--- src/rtl/fp_mul_pipe.sv ---
// Pipelined IEEE-754 multiplier with generic exponent/fraction widths,
// RNE rounding, exception flags and a sideband tag, valid/ready on both sides.
module fp_mul_pipe #(
  parameter int EXP_W = 8,
  parameter int MAN_W = 23,
  parameter int TAG_W = 8
) (
  input  logic                   clk,
  input  logic                   rst_n,
  input  logic                   in_valid,
  output logic                   in_ready,
  input  logic [EXP_W+MAN_W:0]   in_a,
  input  logic [EXP_W+MAN_W:0]   in_b,
  input  logic [TAG_W-1:0]       in_tag,
  output logic                   out_valid,
  input  logic                   out_ready,
  output logic [EXP_W+MAN_W:0]   out_p,
  output logic [TAG_W-1:0]       out_tag,
  output logic [3:0]             out_flags
);

  localparam int MW  = MAN_W + 1;
  localparam int PW  = 2 * MW;
  localparam int LZW = $clog2(PW) + 1;
  localparam int XW  = EXP_W + LZW + 2;
  localparam logic signed [XW-1:0] BIAS_X = XW'((2 ** (EXP_W - 1)) - 1);
  localparam logic signed [XW-1:0] EMAX_X = XW'((2 ** EXP_W) - 1);
  localparam logic signed [XW-1:0] ONE_X  = XW'(1);

  logic v1, v2, v3;
  logic load1, load2, load3;

  assign load3     = ~v3 | out_ready;
  assign load2     = ~v2 | load3;
  assign load1     = ~v1 | load2;
  assign in_ready  = load1;
  assign out_valid = v3;

  // ---------------- S1: unpack, classify, exponent sum
  logic               sa, sb;
  logic [EXP_W-1:0]   ea, eb, ea_eff, eb_eff;
  logic [MAN_W-1:0]   fa, fb;
  logic               a_emax, a_emin, b_emax, b_emin;
  logic               a_zero, a_inf, a_nan, a_snan;
  logic               b_zero, b_inf, b_nan, b_snan;
  logic               inf_zero, nan_c, inv_c, inf_c, zero_c;
  logic signed [XW-1:0] exp_sum;

  assign {sa, ea, fa} = in_a;
  assign {sb, eb, fb} = in_b;
  assign a_emax = &ea;
  assign a_emin = ~|ea;
  assign b_emax = &eb;
  assign b_emin = ~|eb;
  assign a_zero = a_emin & ~|fa;
  assign b_zero = b_emin & ~|fb;
  assign a_inf  = a_emax & ~|fa;
  assign b_inf  = b_emax & ~|fb;
  assign a_nan  = a_emax & |fa;
  assign b_nan  = b_emax & |fb;
  assign a_snan = a_nan & ~fa[MAN_W-1];
  assign b_snan = b_nan & ~fb[MAN_W-1];

  assign inf_zero = (a_inf & b_zero) | (b_inf & a_zero);
  assign nan_c    = a_nan | b_nan | inf_zero;
  assign inv_c    = a_snan | b_snan | inf_zero;
  assign inf_c    = (a_inf | b_inf) & ~nan_c;
  assign zero_c   = (a_zero | b_zero) & ~nan_c & ~inf_c;

  // Subnormals share the exponent of the smallest normal.
  assign ea_eff  = a_emin ? EXP_W'(1) : ea;
  assign eb_eff  = b_emin ? EXP_W'(1) : eb;
  assign exp_sum = $signed({{(XW-EXP_W){1'b0}}, ea_eff})
                 + $signed({{(XW-EXP_W){1'b0}}, eb_eff}) - BIAS_X;

  logic                 s1_sign, s1_nan, s1_inv, s1_inf, s1_zero;
  logic signed [XW-1:0] s1_exp;
  logic [MW-1:0]        s1_ma, s1_mb;
  logic [TAG_W-1:0]     s1_tag;

  always_ff @(posedge clk or negedge rst_n) begin
    if (!rst_n) begin
      v1      <= 1'b0;
      s1_sign <= 1'b0;
      s1_nan  <= 1'b0;
      s1_inv  <= 1'b0;
      s1_inf  <= 1'b0;
      s1_zero <= 1'b0;
      s1_exp  <= '0;
      s1_ma   <= '0;
      s1_mb   <= '0;
      s1_tag  <= '0;
    end else if (load1) begin
      v1 <= in_valid;
      if (in_valid) begin
        s1_sign <= sa ^ sb;
        s1_nan  <= nan_c;
        s1_inv  <= inv_c;
        s1_inf  <= inf_c;
        s1_zero <= zero_c;
        s1_exp  <= exp_sum;
        s1_ma   <= {~a_emin, fa};
        s1_mb   <= {~b_emin, fb};
        s1_tag  <= in_tag;
      end
    end
  end

  // ---------------- S2: mantissa product
  logic                 s2_sign, s2_nan, s2_inv, s2_inf, s2_zero;
  logic signed [XW-1:0] s2_exp;
  logic [PW-1:0]        s2_prod;
  logic [TAG_W-1:0]     s2_tag;

  always_ff @(posedge clk or negedge rst_n) begin
    if (!rst_n) begin
      v2      <= 1'b0;
      s2_sign <= 1'b0;
      s2_nan  <= 1'b0;
      s2_inv  <= 1'b0;
      s2_inf  <= 1'b0;
      s2_zero <= 1'b0;
      s2_exp  <= '0;
      s2_prod <= '0;
      s2_tag  <= '0;
    end else if (load2) begin
      v2 <= v1;
      if (v1) begin
        s2_sign <= s1_sign;
        s2_nan  <= s1_nan;
        s2_inv  <= s1_inv;
        s2_inf  <= s1_inf;
        s2_zero <= s1_zero;
        s2_exp  <= s1_exp;
        s2_prod <= PW'(s1_ma) * PW'(s1_mb);
        s2_tag  <= s1_tag;
      end
    end
  end

  // ---------------- S3: normalise, denormalise, round, pack
  logic [LZW-1:0]       lz;
  logic signed [XW-1:0] lz_x, e_r, sh, exp_f;
  logic [XW-1:0]        sh_u;
  logic [PW-1:0]        nm, shifted;
  logic                 tiny, lost, g, r, st, rnd_up, ovf, inexact;
  logic [MW-1:0]        mant;
  logic [MW:0]          mant_r;
  logic [MAN_W-1:0]     frac_r;

  always_comb begin
    lz = '0;
    for (int unsigned i = 0; i < PW; i++) begin
      if (s2_prod[i]) lz = LZW'(PW - 1 - i);
    end
  end

  assign lz_x    = $signed({{(XW-LZW){1'b0}}, lz});
  assign e_r     = s2_exp + ONE_X - lz_x;
  assign nm      = s2_prod << lz;
  assign tiny    = e_r[XW-1] | (e_r == '0);
  assign sh      = ONE_X - e_r;
  assign sh_u    = tiny ? $unsigned(sh) : '0;
  assign shifted = nm >> sh_u;
  // Any bit lost by the subnormal shift makes the round-back differ.
  assign lost    = (shifted << sh_u) != nm;
  assign mant    = shifted[PW-1 -: MW];
  assign g       = shifted[MAN_W];
  assign r       = shifted[MAN_W-1];
  assign st      = (|shifted[MAN_W-2:0]) | lost;
  assign rnd_up  = g & (r | st | mant[0]);
  assign mant_r  = {1'b0, mant} + {{MW{1'b0}}, rnd_up};
  // A subnormal carrying into the hidden bit lands on exponent 1.
  assign exp_f   = tiny ? $signed({{(XW-1){1'b0}}, mant_r[MAN_W]})
                        : e_r + $signed({{(XW-1){1'b0}}, mant_r[MW]});
  assign ovf     = ~tiny & (exp_f >= EMAX_X);
  assign inexact = g | r | st | ovf;
  assign frac_r  = mant_r[MW] ? {MAN_W{1'b0}} : mant_r[MAN_W-1:0];

  always_ff @(posedge clk or negedge rst_n) begin
    if (!rst_n) begin
      v3        <= 1'b0;
      out_p     <= '0;
      out_tag   <= '0;
      out_flags <= '0;
    end else if (load3) begin
      v3 <= v2;
      if (v2) begin
        out_tag <= s2_tag;
        if (s2_nan) begin
          out_p     <= {s2_sign, {EXP_W{1'b1}}, 1'b1, {(MAN_W-1){1'b0}}};
          out_flags <= {s2_inv, 3'b000};
        end else if (s2_inf) begin
          out_p     <= {s2_sign, {EXP_W{1'b1}}, {MAN_W{1'b0}}};
          out_flags <= 4'b0000;
        end else if (s2_zero) begin
          out_p     <= {s2_sign, {EXP_W{1'b0}}, {MAN_W{1'b0}}};
          out_flags <= 4'b0000;
        end else if (ovf) begin
          out_p     <= {s2_sign, {EXP_W{1'b1}}, {MAN_W{1'b0}}};
          out_flags <= 4'b0101;
        end else begin
          out_p     <= {s2_sign, exp_f[EXP_W-1:0], frac_r};
          out_flags <= {1'b0, 1'b0, tiny & inexact, inexact};
        end
      end
    end
  end

endmodule

--- config.mk ---
export PLATFORM = sky130hd
export DESIGN_NAME = fp_mul_pipe
export DESIGN_NICKNAME = d
export VERILOG_FILES = /design/src/rtl/fp_mul_pipe.sv
export SDC_FILE = /design/constraint.sdc
export NUM_CORES = 2
export LEC_CHECK = 0
export CAP_MARGIN = 20
export CORE_AREA = 2 2 273 343
export DETAILED_ROUTE_END_ITERATION = 8
export DIE_AREA = 0 0 275 345
export HOLD_SLACK_MARGIN = 0.06
export PLACE_DENSITY = 0.63
export SETUP_SLACK_MARGIN = 0.2
export SLEW_MARGIN = 20
export SYNTH_ARGS = -nofsm -noshare
export SYNTH_HDL_FRONTEND = slang
export SYNTH_SLANG_ARGS = --single-unit
--- constraint.sdc ---
create_clock -name clk -period 26.7 [get_ports clk]
set_input_delay 2.67 -clock clk [delete_from_list [all_inputs] [get_ports clk]]
set_output_delay 2.67 -clock clk [all_outputs]
set_load 0.02 [all_outputs]
==> metrics.txt <==
CTS tree=built; Synth Net Count=between 6,000 and 7,000; grt ovf=0; CP top delay family=simple AND/OR/NAND/NOR gates; Worst Skew=34.4 ps; critical path's largest stage delay=approximately 740 ps; Slowest-stage cell, CP=nor4_2; EDFF count, synth=0; CTS Sinks=roughly 190; min Tclk post-route=14,450 ps; Most used DFF post-synth=dfrtp_1; kind of critical path=register to register; share of the synthesized area in the top cell type=0.236; layout cell share with drive strength beyond 1=0.0917; top-count cell post-synth=nand2_1; reg2reg start=s2_prod[40]$_DFFE_PN0P_; Pre-Repair DR Iteration Count=8; CP Launch Type=register; Post-synth top cells=934 x nand2_1, 537 x inv_1, 484 x fa_1, 339 x nor2_1, 276 x clkbuf_1; WP data arrival=about 15,000 ps; final instance area=roughly 0.045 mm^2; setup slack, reg-to-reg=12,250 ps; CTS H-tree lvls=4; initial core utilization=0.446; Vias/cell=roughly 6.9; status=finished clean; largest net degree at the start of global routing=between 90 and 100; depth of the most critical reg-to-reg path=48; clk buf depth=2; synth top area cells=fa_1 24%, dfrtp_1 12%, nand2_1 8.6%; yosys warns=0; total track usage=0.504; WHS Endpoint=out_tag[5]$_DFFE_PN0P_; number of global-route vias before repair=roughly 44,000; r2r endpoint=out_p[5]$_DFFE_PN0P_; Post-CTS Setup Bufs=0; Resize count post-CTS=0; drt initial violations=about 6,400; clk slew on worst S/H paths=roughly 90 ps; first-pass GRT wire length=335,000 um; # port buffers=121; syn_area_per_cell=7.81 um^2; Root Buffer=clkbuf_16; Netlist Area Pre-Place=roughly 0.041 mm^2; WP buf/inv=11; Placed Area=between 0.04 and 0.05 mm^2; Nets=about 6,000; Vias=44,956; core area=~0.09 mm^2; chip width=about 280 um; Clk Latency, worst-skew pair=530 ps; cell taking the most area after synthesis=fa_1; Crit. End Element=register; RSZ-0062 raised after global routing=no; worst-margin pin slew=about 1400 ps; Distinct cells, synth=between 100 and 150; I/O pin total=approximately 120; FF+latch count, synth=189; Routed wire per std cell=roughly 35 um; Final Cycle Share=0.541; setup TNS=0 ps; Crit. Startpoint=s2_prod[40]$_DFFE_PN0P_; die height=roughly 350 um; hold buffer count at CTS=0; worst hold start=s2_tag[5]$_DFFE_PN0P_; MaxCap Viol Count=0; Synth Instances=approximately 5,200; final setup violating endpoints=0; DRT Wirelength=230,000 um; Area Growth Syn to Fin=10.4%; Async SR Flop Fraction=1.00; Final Hold Vio Count=0; initial antenna violation count=43; Hold Path Cell Cnt=2; post-synthesis sequential area ratio=0.115; row count=between 100 and 150; TritonCTS buffer count=17; Final ANT Viol Nets=0; worst hold path class=register to register; highest clock rate=69.2 MHz; Max Fanout on Critical Path=51; Post-route DRC=0; Critical Path RT=roughly 27,000 ps; max-slew violations=0; Rel. slew slack=0.0285; GP Congestion=1.16; die area=~0.095 mm^2; HPWL after detailed placement=between 150,000 and 200,000 um
[metrics by stage]
stage,util,hold WS [ps],instances,setup WS [ps]
3_5_place_dp,0.477,448,6411,12660
2_1_floorplan,-,433,5248,15880
6_report,0.492,465,6519,12250
5_1_grt,0.491,480,6474,11650
4_1_cts,0.484,464,6443,12600
3_3_place_gp,0.477,445,6408,12700
[registers in the layout, summed over array words and instances, names as in the netlist, 4 cells and up]
| name | flops |
|---|---|
| s2_tag | 8 |
| s1_mb | 24 |
| out_flags | 4 |
| out_tag | 8 |
| out_p | 32 |
| s1_exp | 10 |
| s1_tag | 8 |
| s2_prod | 48 |
| s1_ma | 24 |
| s2_exp | 10 |
[cells in the final DEF, fill, tap and decap left out, types with 59 or more instances in the layout]
cell type / count
nand2_1: 930
inv_1: 537
fa_1: 484
nor2_1: 324
and2_1: 240
o21ai_0: 224
ha_1: 210
buf_4: 203
dfrtp_1: 186
a21oi_1: 158
nor3_1: 128
clkdlybuf4s50_1: 120
mux2i_1: 88
nand3_1: 87
a22oi_1: 74
o22ai_1: 72
o211ai_1: 71
a211oi_1: 61
xnor2_1: 59
[worst min-delay path, cell delays in order, from the launching register on]
cell	delay, ps
dfrtp_1	350
nand2_1	50
nand2_1	50
[worst max path at each step]
| stage | cells after the start | endpoint | slack (ps) |
|---|---|---|---|
| 2_1_floorplan | 55 | out_p[10]$_DFFE_PN0P_ | 15880 |
| 3_3_place_gp | 48 | out_p[3]$_DFFE_PN0P_ | 12700 |
| 3_5_place_dp | 48 | out_p[5]$_DFFE_PN0P_ | 12660 |
| 4_1_cts | 48 | out_p[5]$_DFFE_PN0P_ | 12600 |
| 5_1_grt | 48 | out_p[10]$_DFFE_PN0P_ | 11650 |
| 6_report | 48 | out_p[5]$_DFFE_PN0P_ | 12250 |
[logic make-up (layout without fill, tap and decap cells)]
family                     count (synthesis)  in the layout  share of synthesized area
adders and majority gates                694            694                      0.301
other                                      0             47                          0
DFF                                      189            189                      0.115
muxes                                    162            162                     0.0432
and+or+nand+nor                         1995           1995                      0.225
xor gates and xnor gates                  88             88                     0.0188
buffers and inverters                    911            929                     0.0870
AOI/OAI and AO/OA                       1209           1209                      0.210
[final cells by class]
cell class	instances	area (um^2)
Clock buffer	17	425
Tap cell	1206	1510
Fill cell	9106	46700
Inverter	545	2050
Sequential cell	189	4730
Multi-Input combinational cell	4148	33100
Antenna cell	47	118
Timing Repair Buffer	352	3090
Clock inverter	15	218
[routing by layer]
layer	track usage	vias up	wire length (um)
met1	0.514	21993	74300
met5	0.0310	-	145
met4	0.459	18	27400
li1	-	18167	-
met3	0.284	1370	28100
met2	0.723	3408	100000
Power is not shown: default switching activity piles up to over one toggle a cycle in this logic, so the estimate is an artifact.
